`config.mk`:
```
export PLATFORM = sky130hd
export DESIGN_NAME = otter_io_ctrl
export DESIGN_NICKNAME = d
export VERILOG_FILES = /design/src/rtl/otter_io_pkg.sv /design/src/rtl/irq_debounce.sv /design/src/rtl/otter_io_ctrl.sv
export SDC_FILE = /design/constraint.sdc
export NUM_CORES = 1
export LEC_CHECK = 0
export ABC_AREA = 1
export BUFFER_PORTS_ARGS = -buffer_cell sky130_fd_sc_hd__buf_2
export CAP_MARGIN = 25
export CELL_PAD_IN_SITES_DETAIL_PLACEMENT = 2
export CELL_PAD_IN_SITES_GLOBAL_PLACEMENT = 2
export CORE_MARGIN = 3
export CORE_UTILIZATION = 27
export DETAILED_ROUTE_END_ITERATION = 7
export HOLD_SLACK_MARGIN = 0.15
export PLACE_DENSITY_LB_ADDON = 0.15
export SYNTH_ARGS = -nofsm -noshare
export SYNTH_HDL_FRONTEND = slang
export SYNTH_SLANG_ARGS = --single-unit
```
`constraint.sdc`:
```
create_clock -name clk -period 1.9 [get_ports clk]
set_clock_uncertainty 0.1 [all_clocks]
set_input_delay 0.095 -clock clk [delete_from_list [all_inputs] [get_ports clk]]
set_output_delay 0.095 -clock clk [all_outputs]
set_load 0.02 [all_outputs]
```
`src/rtl/otter_io_pkg.sv`:
```
// Shared register-window offsets and decode classes for the OTTER I/O controller.
package otter_io_pkg;

  localparam logic [11:0] IN_OFS       = 12'h000;
  localparam logic [11:0] OUT_OFS      = 12'h400;
  localparam logic [11:0] IRQ_EN_OFS   = 12'h800;
  localparam logic [11:0] IRQ_PEND_OFS = 12'h804;
  localparam logic [11:0] IRQ_MODE_OFS = 12'h808;
  localparam logic [11:0] IRQ_LVL_OFS  = 12'h80C;

  typedef enum logic [2:0] {
    REG_NONE,
    REG_IN,
    REG_OUT,
    REG_EN,
    REG_PEND,
    REG_MODE,
    REG_LVL
  } reg_cls_e;

endpackage

```
`src/rtl/irq_debounce.sv`:
```
// One interrupt source: two-flop synchroniser, stable-count debounce and edge qualification.
module irq_debounce #(
  parameter int DB_CYCLES = 4
) (
  input  logic clk,
  input  logic RST_N,
  input  logic raw,
  input  logic mode,
  output logic lvl,
  output logic edge_hit
);

  localparam int CW = $clog2(DB_CYCLES) + 1;
  localparam logic [CW-1:0] CNT_LAST = CW'(DB_CYCLES - 1);

  logic          sync1_q, sync2_q;
  logic          lvl_q, lvl_d;
  logic [CW-1:0] cnt_q, cnt_d;
  logic          accept;

  assign accept = (sync2_q != lvl_q) && (cnt_q == CNT_LAST);

  // Any cycle where the synchronised input agrees with the level restarts the count.
  always_comb begin
    lvl_d = lvl_q;
    cnt_d = '0;
    if (sync2_q != lvl_q) begin
      if (cnt_q == CNT_LAST) lvl_d = sync2_q;
      else                   cnt_d = cnt_q + CW'(1);
    end
  end

  always_ff @(posedge clk or negedge RST_N) begin
    if (!RST_N) begin
      sync1_q <= 1'b0;
      sync2_q <= 1'b0;
      lvl_q   <= 1'b0;
      cnt_q   <= '0;
    end else begin
      sync1_q <= raw;
      sync2_q <= sync1_q;
      lvl_q   <= lvl_d;
      cnt_q   <= cnt_d;
    end
  end

  assign lvl      = lvl_q;
  assign edge_hit = accept && (sync2_q || mode);

endmodule

```
`src/rtl/otter_io_ctrl.sv`:
```
// Memory-mapped I/O controller: synchronised input ports, output registers and
// debounced edge-triggered interrupt sources with enable / pending (W1C) / mode.
module otter_io_ctrl
  import otter_io_pkg::*;
#(
  parameter logic [31:0] BASE_ADDR = 32'h1100_8000,
  parameter int          NUM_IN    = 2,
  parameter int          NUM_OUT   = 3,
  parameter int          DW        = 16,
  parameter int          NUM_IRQ   = 4,
  parameter int          DB_CYCLES = 4
) (
  input  logic                         clk,
  input  logic                         RST_N,
  input  logic [31:0]                  iobus_addr,
  input  logic [31:0]                  iobus_out,
  input  logic                         iobus_wr,
  output logic [31:0]                  iobus_in,
  input  logic [NUM_IN-1:0][DW-1:0]    in_ports,
  output logic [NUM_OUT-1:0][DW-1:0]   out_ports,
  input  logic [NUM_IRQ-1:0]           irq_src,
  output logic                         intr
);

  localparam logic [8:0] NIN  = 9'(NUM_IN);
  localparam logic [8:0] NOUT = 9'(NUM_OUT);

  logic [NUM_IN-1:0][DW-1:0]  in1_q, in2_q;
  logic [NUM_OUT-1:0][DW-1:0] out_q;
  logic [NUM_IRQ-1:0]         en_q, mode_q, pend_q, pend_d;
  logic [NUM_IRQ-1:0]         lvl, edge_hit, w1c;
  logic                       intr_q;
  logic [31:0]                rel;
  logic [7:0]                 reg_idx;
  reg_cls_e                   reg_cls;
  logic [31:0]                rdata;
  logic                       unused_wdata;

  assign unused_wdata = ^iobus_out;

  // Subtracting the base turns "exact 32-bit match" into "upper 20 bits zero".
  assign rel = iobus_addr - BASE_ADDR;

  always_comb begin
    reg_cls = REG_NONE;
    reg_idx = rel[9:2];
    if (rel[31:12] == 20'd0 && rel[1:0] == 2'b00) begin
      if (rel[11:10] == IN_OFS[11:10]) begin
        if ({1'b0, reg_idx} < NIN) reg_cls = REG_IN;
      end else if (rel[11:10] == OUT_OFS[11:10]) begin
        if ({1'b0, reg_idx} < NOUT) reg_cls = REG_OUT;
      end else if (rel[11:0] == IRQ_EN_OFS)   reg_cls = REG_EN;
      else if (rel[11:0] == IRQ_PEND_OFS)     reg_cls = REG_PEND;
      else if (rel[11:0] == IRQ_MODE_OFS)     reg_cls = REG_MODE;
      else if (rel[11:0] == IRQ_LVL_OFS)      reg_cls = REG_LVL;
    end
  end

  always_comb begin
    rdata = '0;
    case (reg_cls)
      REG_IN:   for (int i = 0; i < NUM_IN; i++)
                  if (reg_idx == 8'(i)) rdata[DW-1:0] = in2_q[i];
      REG_OUT:  for (int j = 0; j < NUM_OUT; j++)
                  if (reg_idx == 8'(j)) rdata[DW-1:0] = out_q[j];
      REG_EN:   rdata[NUM_IRQ-1:0] = en_q;
      REG_PEND: rdata[NUM_IRQ-1:0] = pend_q;
      REG_MODE: rdata[NUM_IRQ-1:0] = mode_q;
      REG_LVL:  rdata[NUM_IRQ-1:0] = lvl;
      default:  rdata = '0;
    endcase
  end

  // A newly accepted edge beats a simultaneous write-1-to-clear of the same bit.
  always_comb begin
    w1c    = (iobus_wr && reg_cls == REG_PEND) ? iobus_out[NUM_IRQ-1:0] : '0;
    pend_d = (pend_q & ~w1c) | edge_hit;
  end

  always_ff @(posedge clk or negedge RST_N) begin
    if (!RST_N) begin
      in1_q  <= '0;
      in2_q  <= '0;
      out_q  <= '0;
      en_q   <= '0;
      mode_q <= '0;
      pend_q <= '0;
      intr_q <= 1'b0;
    end else begin
      in1_q  <= in_ports;
      in2_q  <= in1_q;
      for (int j = 0; j < NUM_OUT; j++)
        if (iobus_wr && reg_cls == REG_OUT && reg_idx == 8'(j))
          out_q[j] <= iobus_out[DW-1:0];
      if (iobus_wr && reg_cls == REG_EN)   en_q   <= iobus_out[NUM_IRQ-1:0];
      if (iobus_wr && reg_cls == REG_MODE) mode_q <= iobus_out[NUM_IRQ-1:0];
      pend_q <= pend_d;
      intr_q <= |(pend_q & en_q);
    end
  end

  for (genvar k = 0; k < NUM_IRQ; k++) begin : g_irq
    irq_debounce #(.DB_CYCLES(DB_CYCLES)) u_db (
      .clk      (clk),
      .RST_N    (RST_N),
      .raw      (irq_src[k]),
      .mode     (mode_q[k]),
      .lvl      (lvl[k]),
      .edge_hit (edge_hit[k])
    );
  end

  assign iobus_in  = rdata;
  assign out_ports = out_q;
  assign intr      = intr_q;

endmodule

```
==> metrics.md, run 1 <==
| Metric | Value |
|---|---|
| Fraction of layout cells with a size suffix above 1 | roughly 44% |
| RSZ-0062 raised after global routing | true |
| Pin count of the biggest net entering global routing | 54 |
| Ordered cell list for the critical path | buf_8 -> inv_8 -> ha_4 -> nand2_2 -> nor2_2 -> nand2_1 -> nor2_2 -> nand2_1 -> nor2_1 -> nand3_1 -> nor2_2 -> nand3_2 -> nor2_4 -> buf_12 -> nand4_1 -> buf_6 -> nor2_4 -> nor2_2 -> nand3_1 -> buf_6 |
| Failing checks | setup timing |
| Io pins | ~180 |
| Per-cell routed wire length | 20.5 um |
| Status | finished, violations left |
| Residual DRC | 0 |
| Num CTS Buffers | 17 |
| Routed wl met2 | between 10 and 15 mm |
| Critical Path End Type | output port |
| Htree depth | 4 |
| Clock-pin slew on the worst setup and hold paths | roughly 80 ps |
| Via count | between 6000 and 7000 |
| Total Nets Final | 1133 |
| Antenna viol nets, final | 0 |
| Routability congestion estimate | 0.829 |
| First-pass GRT wire length | 42.4 mm |
| Via density | around 4.7 |
| Setup violations, final | 70 |
| Sequential-to-total area share from yosys stat | between 50% and 60% |
| Placed wire-length estimate | 18.6 mm |
| Area of the die | approximately 0.026 mm2 |
| Uppermost layer routed | met4 |
| CP Launch Type | primary input |
| Leakage Power | around 0.0053 uW |
| DP Area | around 0.0083 mm2 |
| DRT Wirelength | 27.8 mm |
| Met3 wire length | ~1.3 mm |
| Footprint of the multi-input gates | roughly 0.0032 mm2 |
| Ys Warns | 0 |
| Worst relative slew slack | between 60% and 70% |
| Most common cell after layout, fill and taps aside | dfrtp_1 |
| Critical path's most frequent cell | nor2_2 |
| GRT overflow | 0 |
| Core area | 0.0231 mm2 |
| WL met1 | around 11 mm |
| Vias in the first global route | roughly 7400 |
| Most frequent cells in the layout | dfrtp_1 (149), buf_2 (132), nand2_1 (130) |
| Finished Layout Cells | 1352 |
| Initial antenna violation count | 1 |
| Initial cell density of the core | ~28% |
| Hold Violations, Final | 0 |
| Max incr delay on CP | ~240 ps |
| Synth Cell Area | about 0.0065 mm2 |
| TritonCTS clock tree | done |
| Reg2Reg Depth | 4 |
| CTS Sinks | 149 |
| Final Critical Period | roughly 2400 ps |
| Reg area | roughly 0.0037 mm2 |
| Power density over cell area | around 720 mW/mm2 |
| Area Growth Syn to Fin | 67.6% |
| Yosys top cell area share | between 50% and 60% |
| Synth unique cells | 33 |
| WS Path Type | primary input to output port |
| Post-Layout Inst Area | approximately 0.011 mm2 |
| Avg Cell Area, Syn | about 9 um2 |
| Die height | roughly 160 um |
| Synth Instances | 721 |
| GRT Total Usage | roughly a fifth |
| Worst hold path type | primary input to flip-flop |
| Critical path's slowest cell | ha_4 |
| Worst path arrival time | 2190 ps |
| Ratio of final minimum period to clock period | 126% |
| Worst-Margin Slew | 504 ps |
| Port Buffers | about 150 |
| Placed Instances | between 1000 and 1500 |
| DR pass1 iterations | 4 |
| Yosys top cell by area | dfrtp_1 |
| Critical Path RT | about 1700 ps |
| Synth area leaders | dfrtp_1 (58%), nand2_1 (12%), nand3_1 (7.0%) |
| Hold path depth | 6 |
| Flop and latch count out of synthesis | around 150 |
| Fin. max-slew vios | 0 |
| Final worst slack | -486 ps |
| Crit path max fanout | 5 |
| Fill cells | about 2400 |
| Max VDD drop | between 0.0004 and 0.0005 V |
| Initial DRC count | about 290 |
| Worst-Skew Late Latency | between 400 and 500 ps |
| Chip width | ~160 um |
| Peak Freq | about 420 MHz |
| Max Root-Sink Buffers | 2 |
| Max-cap violations | 0 |
| Row count | 55 |
| Root Buffer | clkbuf_16 |
==> flip-flops by register name, indices dropped and copies added, names as in the netlist, 4 cells and up <==
signal / count
out_ports: 48
g_irq.u_db.lvl: 4
mode_q: 4
in1_q: 32
g_irq.u_db.cnt_q: 12
g_irq.u_db.sync2_q: 4
g_irq.u_db.sync1_q: 4
in2_q: 32
en_q: 4
pend_q: 4
==> cell usage after synthesis (all sizes together) <==
cell type	number
nand2	207
dfrtp	149
nand3	90
nor2	63
inv	55
o21ai	36
buf	25
a22o	17
clkbuf	16
a21oi	10
nand4	10
nor3	9
a221o	8
o211ai	6
ha	5
xnor2	4
nand3b	3
nor3b	2
a21boi	1
clkinv	1
conb	1
nor4	1
o22ai	1
xor2	1
==> logic make-up after synthesis <==
logic type | Yosys count | share of synthesized area (%)
AOI/OAI and AO/OA | 79 | 8.07
xor gates and xnor gates | 5 | 0.677
adders and majority gates | 5 | 0.968
buffers and inverters | 97 | 6.89
DFF | 149 | 57.7
other | 1 | 0.0580
and+or+nand+nor | 385 | 25.6
==> power breakdown <==
group / internal (uW) / leakage [uW] / switching [uW]
logic: 361 / 0.00311 / 490
clock network: 1820 / 0.000301 / 1710
registers: 3350 / 0.00185 / 92.0
total: 5530 / 0.00526 / 2290
==> routing by layer <==
metal | up-vias | GRT usage (%)
li1 | 2950 | -
met1 | 3252 | 25.6
met2 | 164 | 38.4
met3 | 29 | 4.49
met4 | 0 | 5.48
met5 | - | 0
==> through the flow <==
stage	hold slack, ps	TNS, ps	utilization [%]	setup WS, ps	total power [uW]
after global placement	-96.2	-41650	36.1	-672	4140
after detailed placement	-94.2	-47470	36.1	-716	4230
after CTS	156	-20820	44.4	-608	7900
final	183	-13430	47.0	-486	7820
after floorplan	-301	-9410	-	-206	3830
after global routing	186	-26960	47.0	-706	8200
==> final cells by class <==
type                    count  share of cell area (%)
multi-input cells         491                    29.6
well taps                 313                    3.61
clock buffers              17                    3.93
flip-flops and latches    149                    34.4
clock inverters            15                    1.84
repair buffers            310                    24.5
inverters                  56                    2.12
diodes                      1                  0.0231
==> worst max-delay path: cells and delay by family <==
kind	cells	cell delay (ps)
and+or+nand+nor	14	1270
adders and majority gates	1	240
buffers and inverters	5	570
==> what timing repair did <==
action / CTS / global route
buffers inserted: 10 / 5
hold buffers: 56 / 0
endpoints found under the hold margin: 245 / 0
setup endpoints to repair: 75 / 76
pin swaps: 25 / 59
gates resized for setup: 152 / 116
cloned: 3 / 3
==> path summary, 6_finish.rpt <==
check / startpoint / endpoint / slack (ps)
setup / recovery: iobus_addr[16] / iobus_in[0] / -490
hold / removal: iobus_addr[2] / out_ports[4]$_DFFE_PN0P_ / 180
setup reg to reg: g_irq[2].u_db.sync2_q$_DFF_PN0_ / pend_q[2]$_DFF_PN0_ / 600
hold reg to reg: in1_q[7]$_DFF_PN0_ / in2_q[7]$_DFF_PN0_ / 250
max in group asynchronous: RST_N / in2_q[14]$_DFF_PN0_ / 740
min in group asynchronous: RST_N / in2_q[0]$_DFF_PN0_ / 680
Note: power is estimated with default switching activity, not from simulation.
==> inputs of run 2 (changes only) <==
- GPL_TIMING_DRIVEN: unset -> 0
==> run 2 against run 1 <==
  * The flow still finishes with violations (setup timing)
  * Routed wire length down 7.7%
  * Cell count down 2.8%
  * Worst hold slack worse by 26 ps
  * Count of clock-buffer cells in the layout unchanged
  * Flip-flop and latch count unchanged
  * Register-to-register slack better by 50 ps
  * Global-route usage down 1.3 points
  * Die area unchanged
  * Maximum frequency down 3.7%
  * Via count down 3.0%
  * Clock power down 1%
  * First-iteration DRC count down 33%
  * Largest cell class unchanged
==> metrics.md, run 2 (synthesis results as in run 1) <==
| Metric | Value |
|---|---|
| Hold Violations, Final | 0 |
| Initial antenna violation count | 0 |
| Placed Instances | roughly 1200 |
| Failing checks | setup timing |
| Leakage Power | around 0.0050 uW |
| Final Critical Period | roughly 2500 ps |
| TritonCTS clock tree | done |
| Core area | about 0.023 mm2 |
| RSZ-0062 raised after global routing | true |
| Vias in the first global route | 7065 |
| Critical Path End Type | output port |
| Initial DRC count | approximately 190 |
| CP bufs+invs | 5 |
| Most common cell after layout, fill and taps aside | nand2_1 |
| Reg2Reg Depth | 4 |
| Total Nets Final | 1096 |
| Root Buffer | clkbuf_16 |
| Chip width | ~160 um |
| Largest register FFs | 48 |
| Worst path arrival time | between 2000 and 2500 ps |
| Row count | 55 |
| Final worst slack | -578 ps |
| Initial cell density of the core | 28.0% |
| Worst relative slew slack | 51.9% |
| WS Path Type | primary input to output port |
| Routability congestion estimate | between 0.8 and 0.9 |
| Via density | between 4 and 5 |
| DRT Wirelength | between 20 and 30 mm |
| DR pass1 iterations | 4 |
| Pin count of the biggest net entering global routing | 84 |
| Setup violations, final | 67 |
| First-pass GRT wire length | roughly 40 mm |
| Worst-Skew Late Latency | between 400 and 500 ps |
| Fill cells | 2514 |
| Worst slack, placed | -1210 ps |
| Clock network power share | a little under half |
| Critical Path RT | about 1700 ps |
| Placed wire-length estimate | 17.8 mm |
| Finished Layout Cells | approximately 1300 |
| Combinational share of power | about a tenth |
| Critical path's slowest cell | o21ai_2 |
| Ordered cell list for the critical path | buf_2 -> inv_1 -> nand2_1 -> o21ai_2 -> nand2_2 -> xor2_1 -> nor2_1 -> nand4_1 -> nor2_4 -> buf_12 -> buf_6 -> nand4_1 -> nand2_1 -> nor2_1 -> nand3_1 -> buf_6 |
| Worst R2R End | pend_q[2]$_DFF_PN0_ |
| Fraction of layout cells with a size suffix above 1 | 29.3% |
| Crit path max fanout | 10 |
| Max Root-Sink Buffers | 2 |
| Max VDD drop | 0.000414 V |
| Power density over cell area | a little over 800 mW/mm2 |
| Setup_tns | -32110 ps |
| Peak Freq | 404 MHz |
| Worst hold path type | primary input to async pin |
| Switching share of power | between 20% and 30% |
| Family with the most delay on the worst path | simple AND/OR/NAND/NOR gates |
| Reg area | 0.00373 mm2 |
| CP Launch Type | primary input |
| DP Area | approximately 0.008 mm2 |
| Switching pwr | about 2200 uW |
| Antenna viol nets, final | 0 |
| Ratio of final minimum period to clock period | 130% |
| Footprint of the multi-input gates | 0.00256 mm2 |
| Max-cap violations | 0 |
| Internal Pwr Total | roughly 5500 uW |
| Fin. max-slew vios | 0 |
| Most frequent cells in the layout | nand2_1 (197), dfrtp_1 (149), buf_2 (132) |
| Port Buffers | 151 |
| Max incr delay on CP | between 200 and 300 ps |
| Die height | around 160 um |
| Area of the die | 0.0258 mm2 |
| GRT overflow | 0 |
| Htree depth | 4 |
| Post-Layout Inst Area | about 0.0096 mm2 |
| R2R setup slack | 650 ps |
| Residual DRC | 0 |
| Clock-pin slew on the worst setup and hold paths | 70 ps |
| Worst-Margin Slew | approximately 720 ps |
| GRT Total Usage | 19.9% |
| CTS Sinks | between 100 and 150 |
| # diodes | 0 |
| Io pins | around 180 |
| Via count | between 6000 and 7000 |
| Area Growth Syn to Fin | 47.9% |
| Per-cell routed wire length | around 20 um |
| Status | finished, violations left |
| R2R Path Start | g_irq[2].u_db.sync2_q$_DFF_PN0_ |
| Num CTS Buffers | 17 |
| Flop pwr share | roughly 45% |
==> run 2: power by group through the flow <==
stage / registers [uW] / logic (uW) / clock network [uW]
2_1_floorplan: 3470 / 359 / 0
3_3_place_gp: 3490 / 602 / 0
3_5_place_dp: 3510 / 657 / 0
4_1_cts: 3450 / 765 / 3570
5_1_grt: 3460 / 881 / 3740
6_report: 3440 / 764 / 3480
==> run 2: worst max-delay path by stage <==
stage / from / end / slack [ps] / depth (start not counted)
floorplan: iobus_addr[16] / out_ports[39]$_DFFE_PN0P_ / -210 / 18
global placement: RST_N / in1_q[7]$_DFF_PN0_ / -1550 / 1
detailed placement: iobus_addr[9] / out_ports[13]$_DFFE_PN0P_ / -1210 / 9
CTS: iobus_addr[15] / iobus_in[4] / -700 / 19
global route: iobus_addr[16] / out_ports[10]$_DFFE_PN0P_ / -760 / 24
finish: iobus_addr[23] / iobus_in[3] / -580 / 16
==> run 2: cell type report <==
cell class,instances,share of cell area [%]
Sequential cell,149,39.0
Multi-Input combinational cell,490,26.7
Timing Repair Buffer,234,18.1
Clock buffer,17,4.45
Tap cell,313,4.10
Buffer,40,3.17
Inverter,56,2.41
Clock inverter,15,2.05
==> run 2: metrics by stage <==
stage / util, % / power (uW) / hold WS, ps
2_1_floorplan: - / 3830 / -301
4_1_cts: 40.4 / 7780 / 168
3_5_place_dp: 34.0 / 4160 / 59.2
3_3_place_gp: 33.8 / 4090 / 104
6_report: 41.5 / 7690 / 157
5_1_grt: 41.5 / 8080 / 186
==> run 2: repair_timing <==
item | CTS | global route
hold buffers | 54 | 0
resized for setup | 62 | 44
buffers inserted | 14 | 10
endpoints found under the setup margin | 76 | 76
cloned | 0 | 3
pin swaps | 22 | 27
endpoints found under the hold margin | 196 | 0
==> run 2: routing by layer <==
layer  wire, um  track usage [%]  part of all wire [%]  vias to the layer above
met5          0                0                     0                        -
met4        363             5.01                   1.4                        0
met3       1360             4.80                   5.3                       21
met2      13500             35.8                    53                      150
met1      10400             24.0                    41                     3156
li1           -                -                     -                     2874
==> run 2: worst register-to-register path: cells and delay by family (launching register included) <==
family / cells / cell delay, ps
flip-flops: 1 / 410
AO/OA/AOI/OAI: 1 / 100
XOR/XNOR: 1 / 320
AND/OR/NAND/NOR: 2 / 200
==> inputs of run 3 (changes only) <==
- ABC_CLOCK_PERIOD_IN_PS: unset -> 2900
- CORE_UTILIZATION: 27 -> 33
- TNS_END_PERCENT: unset -> 5
- clock period: 1.9 -> 2.9 ns (I/O delays scaled with it)
==> run 3 against run 2 <==
  * The flow now finishes without violations
  * Count of clock-buffer cells in the layout did not move
  * Global-route usage grew 4.1 points
  * Worst hold slack improved by 29 ps
  * Register-to-register slack improved by 1000 ps
  * Routed wire length fell by 2.9%
  * Setup slack better by 590 ps
  * Final area is 7.6% lower
  * Non-clock buffer count down 25
  * Power shrank 34%
  * Die area shrank 18%
  * First-iteration DRC count rose by 19%
  * Sequential share of layout area grew 3.2 points
  * Critical path type unchanged
  * Largest power group unchanged
  * Highest routed layer unchanged
==> metrics.md, run 3 (synthesis results as in run 1) <==
| Metric | Value |
|---|---|
| Status | completed |
| Power density over cell area | 570 mW/mm2 |
| Post-Layout Inst Area | slightly below 0.009 mm2 |
| Io pins | 184 |
| CP Launch Type | primary input |
| DRT Wirelength | about 25 mm |
| Initial DRC count | 228 |
| Max VDD drop | roughly 0.00035 V |
| Peak Freq | between 300 and 400 MHz |
| Ratio of final minimum period to clock period | 99.5% |
| Crit path max fanout | 10 |
| DR pass1 iterations | 5 |
| Row count | 50 |
| Residual DRC | 0 |
| Port Buffers | 151 |
| Most common cell after layout, fill and taps aside | nand2_1 |
| Hold Violations, Final | 0 |
| Critical path's slowest cell | clkbuf_1 |
| Initial antenna violation count | 0 |
| Die height | around 150 um |
| Combinational share of power | around a tenth |
| Internal Pwr Total | about 3600 uW |
| Critical path depth | 13 |
| Final worst slack | between 15 and 20 ps |
| First-pass GRT wire length | 40.3 mm |
| Core area | 0.0190 mm2 |
| R2R Path Start | g_irq[0].u_db.cnt_q[0]$_DFF_PN0_ |
| Max-cap violations | 0 |
| Area Growth Syn to Fin | 36.7% |
| Flop pwr share | 44.8% |
| Switching share of power | 28.8% |
| Most frequent cells in the layout | nand2_1 (203), buf_2 (155), dfrtp_1 (149) |
| Critical Path RT | between 2000 and 3000 ps |
| Pin count of the biggest net entering global routing | 85 |
| GRT Total Usage | between 20% and 30% |
| Worst-Margin Slew | a little over 800 ps |
| CP bufs+invs | 5 |
| Routability congestion estimate | approximately 0.84 |
| Family with the most delay on the worst path | buffers and inverters |
| Area of the die | about 0.021 mm2 |
| Reg2Reg Depth | 5 |
| Setup violations, final | 0 |
| Clock-pin slew on the worst setup and hold paths | around 70 ps |
| Critical Path End Type | output port |
| Leakage Power | around 0.0047 uW |
| Max Root-Sink Buffers | 2 |
| Final Critical Period | slightly below 3000 ps |
| Total Nets Final | 1071 |
| Worst relative slew slack | 45.0% |
| WS Path Type | primary input to output port |
| Worst hold path type | primary input to async pin |
| Worst Setup SP | iobus_addr[7] |
| Ordered cell list for the critical path | buf_2 -> nor2_1 -> nand2_1 -> inv_1 -> nand3_1 -> nor2_1 -> clkbuf_1 -> clkbuf_1 -> nand2_1 -> nand3_1 -> nand2_1 -> nand3_1 -> buf_2 |
| Via density | 4.93 |
| Initial cell density of the core | approximately a third |
| RSZ-0062 raised after global routing | true |
| Chip width | around 150 um |
| Switching pwr | ~1500 uW |
| Placed wire-length estimate | ~17 mm |
| Per-cell routed wire length | roughly 20 um |
| Worst path arrival time | about 2600 ps |
| Via count | about 6000 |
| Fraction of layout cells with a size suffix above 1 | between 20 and 25% |
| CTS Sinks | around 150 |
| # diodes | 0 |
| Antenna viol nets, final | 0 |
| Htree depth | 4 |
| Worst-Skew Late Latency | between 400 and 500 ps |
| Num CTS Buffers | 17 |
| DP Area | around 0.0076 mm2 |
| Max incr delay on CP | 540 ps |
| Worst slack, placed | -187 ps |
| Largest register FFs | 48 |
| Clock network power share | approximately 46% |
| Root Buffer | clkbuf_16 |
| GRT overflow | 0 |
| TritonCTS clock tree | done |
| Vias in the first global route | approximately 7200 |
| Fin. max-slew vios | 0 |
run 3: changes by cell type in the layout (fill, tap and decap cells not counted), moves of 7 or more:
cell | previous run | this run
nand3_1 | 74 | 90
nor2_1 | 52 | 60
buf_8 | 7 | 0
clkbuf_2 | 7 | 0
o21ai_0 | 26 | 35
clkbuf_1 | 7 | 15
buf_4 | 41 | 21
buf_6 | 18 | 2
buf_2 | 132 | 155
nand3_2 | 14 | 0
run 3: layout make-up:
| cell class | count | area, um2 |
|---|---|---|
| fill | 2058 | 10100 |
| sequential | 149 | 3730 |
| multi-input combinational | 490 | 2360 |
| timing repair buffer | 209 | 1350 |
| clock buffer | 17 | 425 |
| tap | 260 | 325 |
| buffer | 40 | 231 |
| inverter | 56 | 211 |
| clock inverter | 15 | 201 |
run 3: repair_timing:
action                                  4_1_cts  5_1_grt
pin swaps                                     1        0
hold buffers                                 54        0
setup buffers                                 2        0
endpoints found under the hold margin       161        0
gates resized for setup                       1        2
endpoints found under the setup margin       10       22
run 3: through the flow:
stage / TNS [ps] / util [%] / std cells / hold slack [ps] / total power (uW)
detailed placement: -4110 / 40.3 / 1149 / 97.0 / 2730
CTS: 0 / 46.6 / 1237 / 214 / 5070
floorplan: 0 / - / 736 / -251 / 2510
finish: 0 / 46.6 / 1236 / 186 / 5040
global placement: -94440 / 40.1 / 1147 / 154 / 2670
global route: -2530 / 46.6 / 1236 / 241 / 5270
run 3: final timing paths:
kind,to,slack (ps)
worst max-delay path,iobus_in[0],20
worst min-delay path,g_irq[3].u_db.sync1_q$_DFF_PN0_,190
max in group asynchronous,in2_q[31]$_DFF_PN0_,1670
min in group clk,in1_q[14]$_DFF_PN0_,250
worst max register to register,pend_q[0]$_DFF_PN0_,1680
worst min register to register,g_irq[1].u_db.sync2_q$_DFF_PN0_,250
run 3: layer usage:
| metal | vias to the layer above | routed length, um | part of all wire, % | global-route usage [%] |
|---|---|---|---|---|
| li1 | 2817 | - | - | - |
| met1 | 3088 | 9890 | 40 | 28.1 |
| met2 | 158 | 13300 | 54 | 44.1 |
| met3 | 30 | 1220 | 4.9 | 5.20 |
| met4 | 0 | 422 | 1.7 | 7.26 |
| met5 | - | 0 | 0 | 0 |
run 3: power by group through the flow:
stage / combinational [uW] / clock [uW] / sequential (uW)
2_1_floorplan: 232 / 0 / 2280
3_3_place_gp: 382 / 0 / 2280
3_5_place_dp: 434 / 0 / 2300
4_1_cts: 493 / 2320 / 2260
5_1_grt: 567 / 2430 / 2270
6_report: 489 / 2290 / 2260
